### src/rtl/pwm11_capture_if.sv
// Signal bundle between a PWM source and the pwm11_capture measurement block.
// The source side (master) drives the raw waveform and observes the results;
// the capture block (slave) consumes the waveform and produces the results.
interface pwm11_capture_if;
  logic        PWM_in;
  logic [10:0] duty;
  logic [11:0] period;
  logic        vld;
  logic        stuck;
  logic        level;

  modport master (
    output PWM_in,
    input  duty,
    input  period,
    input  vld,
    input  stuck,
    input  level
  );

  modport slave (
    input  PWM_in,
    output duty,
    output period,
    output vld,
    output stuck,
    output level
  );
endinterface

### src/rtl/pwm11_capture.sv
// PWM capture: synchronizes an asynchronous PWM waveform, measures high time
// and period between consecutive rising edges, and flags a stuck input when
// no rising edge arrives within TMO cycles.
module pwm11_capture #(
  parameter int TMO = 4095
) (
  input  logic           clk,
  input  logic           rst,
  pwm11_capture_if.slave cap
);

  localparam logic [11:0] TMO_C    = 12'(TMO);
  localparam logic [11:0] CNT_MAX  = 12'hFFF;
  localparam logic [10:0] DUTY_MAX = 11'h7FF;

  typedef enum logic [1:0] {
    IDLE,
    MEAS,
    STUCK
  } state_t;

  state_t      state_q;
  logic        s1_q;
  logic        s2_q;
  logic        prev_q;
  logic [11:0] per_cnt_q;
  logic [11:0] hi_cnt_q;
  logic [11:0] per_cnt_d;
  logic [11:0] hi_cnt_d;
  logic [10:0] duty_q;
  logic [11:0] period_q;
  logic        vld_q;
  logic        stuck_q;

  logic        rise;
  logic        timeout;
  logic [10:0] hi_sat;

  // Edge detect, timeout compare and saturating counter increments.
  always_comb begin
    rise      = s2_q & ~prev_q;
    timeout   = (per_cnt_q == TMO_C);
    per_cnt_d = (per_cnt_q == CNT_MAX) ? per_cnt_q : per_cnt_q + 12'd1;
    hi_cnt_d  = (s2_q && (hi_cnt_q != CNT_MAX)) ? hi_cnt_q + 12'd1 : hi_cnt_q;
    hi_sat    = (hi_cnt_q > 12'd2047) ? DUTY_MAX : hi_cnt_q[10:0];
  end

  // Two-flop synchronizer plus a delay flop for rising-edge detection.
  always_ff @(posedge clk) begin
    if (rst) begin
      s1_q   <= 1'b0;
      s2_q   <= 1'b0;
      prev_q <= 1'b0;
    end else begin
      s1_q   <= cap.PWM_in;
      s2_q   <= s1_q;
      prev_q <= s2_q;
    end
  end

  // Measurement FSM; a rise always beats a coincident timeout.
  always_ff @(posedge clk) begin
    if (rst) begin
      state_q   <= IDLE;
      per_cnt_q <= '0;
      hi_cnt_q  <= '0;
      duty_q    <= '0;
      period_q  <= '0;
      vld_q     <= 1'b0;
      stuck_q   <= 1'b0;
    end else begin
      vld_q <= 1'b0;
      case (state_q)
        IDLE, MEAS: begin
          if (rise) begin
            if (state_q == MEAS) begin
              duty_q   <= hi_sat;
              period_q <= per_cnt_q;
              vld_q    <= 1'b1;
            end
            per_cnt_q <= 12'd1;
            hi_cnt_q  <= 12'd1;
            state_q   <= MEAS;
          end else if (timeout) begin
            state_q  <= STUCK;
            stuck_q  <= 1'b1;
            vld_q    <= 1'b1;
            duty_q   <= s2_q ? DUTY_MAX : 11'd0;
            period_q <= 12'd0;
          end else begin
            per_cnt_q <= per_cnt_d;
            hi_cnt_q  <= hi_cnt_d;
          end
        end
        STUCK: begin
          if (rise) begin
            state_q   <= MEAS;
            stuck_q   <= 1'b0;
            per_cnt_q <= 12'd1;
            hi_cnt_q  <= 12'd1;
          end
        end
        default: state_q <= IDLE;
      endcase
    end
  end

  assign cap.duty   = duty_q;
  assign cap.period = period_q;
  assign cap.vld    = vld_q;
  assign cap.stuck  = stuck_q;
  assign cap.level  = s2_q;

endmodule
### src/flat_wrapper.sv
// flat-port wrapper written by rule: the top's interface ports become plain ports
module pwm11_capture_flat 
#(
  parameter int TMO = 4095
)
  (clk, rst, cap_PWM_in, cap_duty, cap_period, cap_vld, cap_stuck, cap_level);
  pwm11_capture_if cap_i ();
  input  logic clk;
  input  logic rst;
  input wire logic [$bits(cap_i.PWM_in)-1:0] cap_PWM_in;
  output wire logic [$bits(cap_i.duty)-1:0] cap_duty;
  output wire logic [$bits(cap_i.period)-1:0] cap_period;
  output wire logic [$bits(cap_i.vld)-1:0] cap_vld;
  output wire logic [$bits(cap_i.stuck)-1:0] cap_stuck;
  output wire logic [$bits(cap_i.level)-1:0] cap_level;
  assign cap_i.PWM_in = cap_PWM_in;
  assign cap_duty = cap_i.duty;
  assign cap_period = cap_i.period;
  assign cap_vld = cap_i.vld;
  assign cap_stuck = cap_i.stuck;
  assign cap_level = cap_i.level;
  pwm11_capture #(.TMO(TMO)) u_core (.clk(clk), .rst(rst), .cap(cap_i));
endmodule
### config.mk
export PLATFORM = sky130hd
export DESIGN_NAME = pwm11_capture_flat
export DESIGN_NICKNAME = d
export VERILOG_FILES = /design/src/rtl/pwm11_capture_if.sv /design/src/rtl/pwm11_capture.sv /design/src/flat_wrapper.sv
export SDC_FILE = /design/constraint.sdc
export NUM_CORES = 1
export LEC_CHECK = 0
export BUFFER_PORTS_ARGS = -buffer_cell sky130_fd_sc_hd__buf_2
export CAP_MARGIN = 0
export CORE_MARGIN = 3
export CORE_UTILIZATION = 36
export DETAILED_ROUTE_END_ITERATION = 7
export PLACE_DENSITY_LB_ADDON = 0.15
export SLEW_MARGIN = 20
export SYNTH_ARGS = -nofsm -noshare
export SYNTH_HDL_FRONTEND = slang
export SYNTH_SLANG_ARGS = --single-unit
### constraint.sdc
create_clock -name clk -period 2.7 [get_ports clk]
set_input_delay 0 -clock clk [delete_from_list [all_inputs] [get_ports clk]]
set_output_delay 0 -clock clk [all_outputs]
set_load 0.05 [all_outputs]
==> qor.csv <==
metric;value;unit
powerDensity;531;nW/um^2
async_flop_share;0;%
drt_iter0_drc;101;
cts_setup_buffers;0;
critPathCaptureType;register;
cpMostUsedCell;a311oi_2;
hold_viol_final;0;
postRouteAntennaNets;0;
p_switching;0.000319;W
n_antenna_cell;0;
crit_family;compound AO/OA/AOI/OAI gates;
layout_common_cells;dfxtp_1, buf_2, nor2_1;
regToRegSetupSlack;300;ps
synth_edf_count;0;
yosysWarnings;0;
tightest_slew;876;ps
cp.depth;6;
power.leakage;1.06;nW
cts_tree;done;
cts-root-buf;clkbuf_8;
fillers;656;
fin_tns_setup;0;ps
numPortBuffers;28;
fin_crit;2400;ps
cts_max_path_buffers;2;
r2r-end;u_core.hi_cnt_q[8];
clk_pin_slew_worst_paths;90;ps
critPathMaxFanout;12;
layout_commonest_cell;dfxtp_1;
p_int;0.00112;W
holdBufCountCts;1;
wirelength;5590;um
grt_pass1_vias;1769;
min_from;rst;
crit_buf_inv;0;
vias;2008;
cp_slowest_stage_delay;760;ps
grt_overflow;0;
run_status;finished, final reports clean;
seqPwrFrac;56.5;%
pin_count;29;
core_region_area;6460;sq um
critPathKind;register to register;
skew;8.04;ps
track_usage;15.0;%
ys_types;46;
gp_congestion;0.747;
clock_latency;300;ps
netSwitchingFraction;22.1;%
hold_end;u_core.per_cnt_q[8];
cp_data_required_time;2920;ps
vias_per_cell;5.66;
finalSetupViolCount;0;
total_power;0.00144;W
drive_gt1_share;19.8;%
startpoint_type;register;
combinationalPowerShare;5.2;%
cts_resized;0;
rsz0062_at_grt;no;
antenna_found_initial;0;
holdPathStages;3;
die_area;7780;sq um
cts_buffers;5;
grt_max_degree;30;
timing.final.crit_share;88.9;%
synthFlopType;dfxtp_1;
relSlewSlack;41.6;%
cap_violations;0;
fmax;417;MHz
clkPwrFrac;38.3;%
post-dp-hpwl;3680;um
ys_seq_area_share;44.4;%
hold_path_class;input port to register;
die_h;88.2;um
dr.pass1.iters;4;
crit_arrival;2620;ps
avgSynthCellArea;9.39;sq um
grt_pass1_wl;9110;um
synthCells;259;
initial_core_util;37.7;%
syn-cell-area;2430;sq um
path_cells;ha_1, nand4_4, o311ai_4, a311oi_2, a41oi_1, a311oi_2;
htreeDepth;2;
area_delta_synth_final;11.8;%
final_max_slew_viol_count;0;
r2r-start;u_core.per_cnt_q[0];
fin_nets;283;
cp_slowest_cell;a311oi_2;
ir_worst_vdd;213;uV
synth_nets;264;
drt-wirelength-per-cell;15.8;um
row_count;29;
die_x;88.2;um
clock-sinks;54;
drc;0;
ys_seq_elements;54;
rr_worst_depth;6;
-- power groups by stage --
| stage | Combinational [W] | Clock [W] | Sequential [W] |
|---|---|---|---|
| after global placement | 0.0000753 | 0 | 0.000834 |
| after CTS | 0.0000763 | 0.000572 | 0.000816 |
| after floorplan | 0.0000557 | 0 | 0.000834 |
| after detailed placement | 0.0000750 | 0 | 0.000834 |
| after global routing | 0.0000834 | 0.000605 | 0.000818 |
| final | 0.0000751 | 0.000553 | 0.000816 |
-- cell families after synthesis --
kind of cell	synth area share, %
AND/OR/NAND/NOR	22.2
AO/OA/AOI/OAI	27.4
flip-flops	44.4
buffers and inverters	4.06
multiplexers	0.874
adder cells (fa/ha/maj)	1.03
-- layout make-up --
class                   instances  area (sq um)  share of cell area, %
multi-input cells             183          1250                   46.1
flip-flops and latches         54          1080                   39.8
repair buffers                 31           165                   6.07
well taps                      77          96.3                   3.54
clock buffers                   6          82.6                   3.04
clock inverters                 1          30.0                   1.10
inverters                       3          11.3                  0.414
-- metal layers --
layer,track usage (%),vias to the layer above,wire (um)
met1,22.3,944,3000
met5,0,-,0
li1,-,1021,-
met2,21.0,37,2330
met3,3.86,6,201
met4,4.53,0,63
-- how the worst max path moves through the flow --
stage                        startpoint              endpoint  slack [ps]
global route        u_core.per_cnt_q[0]   u_core.per_cnt_q[3]         150
CTS                 u_core.per_cnt_q[0]    u_core.hi_cnt_q[8]         290
floorplan              u_core.cap.level  u_core.per_cnt_q[11]         650
finish              u_core.per_cnt_q[0]    u_core.hi_cnt_q[8]         300
detailed placement  u_core.per_cnt_q[0]    u_core.hi_cnt_q[8]         330
global placement    u_core.per_cnt_q[0]    u_core.hi_cnt_q[8]         370
-- worst register-to-register path: cells and delay by family, from the launching register on --
kind	cells	cell delay, ps
flops	1	380
fa+ha+maj	1	300
compound gates	4	1470
simple gates	1	180
-- sequential cells by signal, summed over array words and instances (netlist names) --
register and flops:
u_core.hi_cnt_q 12, u_core.cap.vld 1, u_core.cap.level 1, u_core.cap.period 12, u_core.s1_q 1, u_core.prev_q 1, u_core.cap.duty 11, u_core.state_q 2
u_core.cap.stuck 1, u_core.per_cnt_q 12
-- synthesized netlist by cell type, drive strengths merged, types with 2 or more instances --
master   number  area, sq um
nand2        15         56.3
a311oi        8          114
a32o          3         30.0
nor3          6         30.0
o21a          4         30.0
inv           3         11.3
or3           2         12.5
or4           2         15.0
and4          4         35.0
nand4         5         46.3
buf           9         50.0
a211oi        3         22.5
and3          4         25.0
nand3        13         70.1
nor2         26         97.6
ha            2         25.0
nor4          4         40.0
dfxtp        54         1080
a21oi        17         85.1
o21ai        11         55.1
a31oi         3         18.8
nor2b         4         25.0
a22o         12          105
clkbuf       10         37.5
and2          4         27.5
a41oi         5         43.8
or3b          2         17.5
o2bb2ai      11         96.3
nand2b        3         18.8
-- metrics by stage --
| step | std cells | hold WS [ps] | util (%) | cell area, sq um | worst slack (ps) |
|---|---|---|---|---|---|
| after floorplan | 259 | 128 | - | 2430 | 654 |
| after global placement | 347 | 211 | 40.2 | 2600 | 370 |
| after detailed placement | 347 | 220 | 40.2 | 2600 | 332 |
| after CTS | 355 | 83.8 | 42.1 | 2720 | 291 |
| after global routing | 355 | 98.3 | 42.1 | 2720 | 149 |
| final | 355 | 76.3 | 42.1 | 2720 | 300 |
No activity file was read; power rests on OpenSTA's default activity.
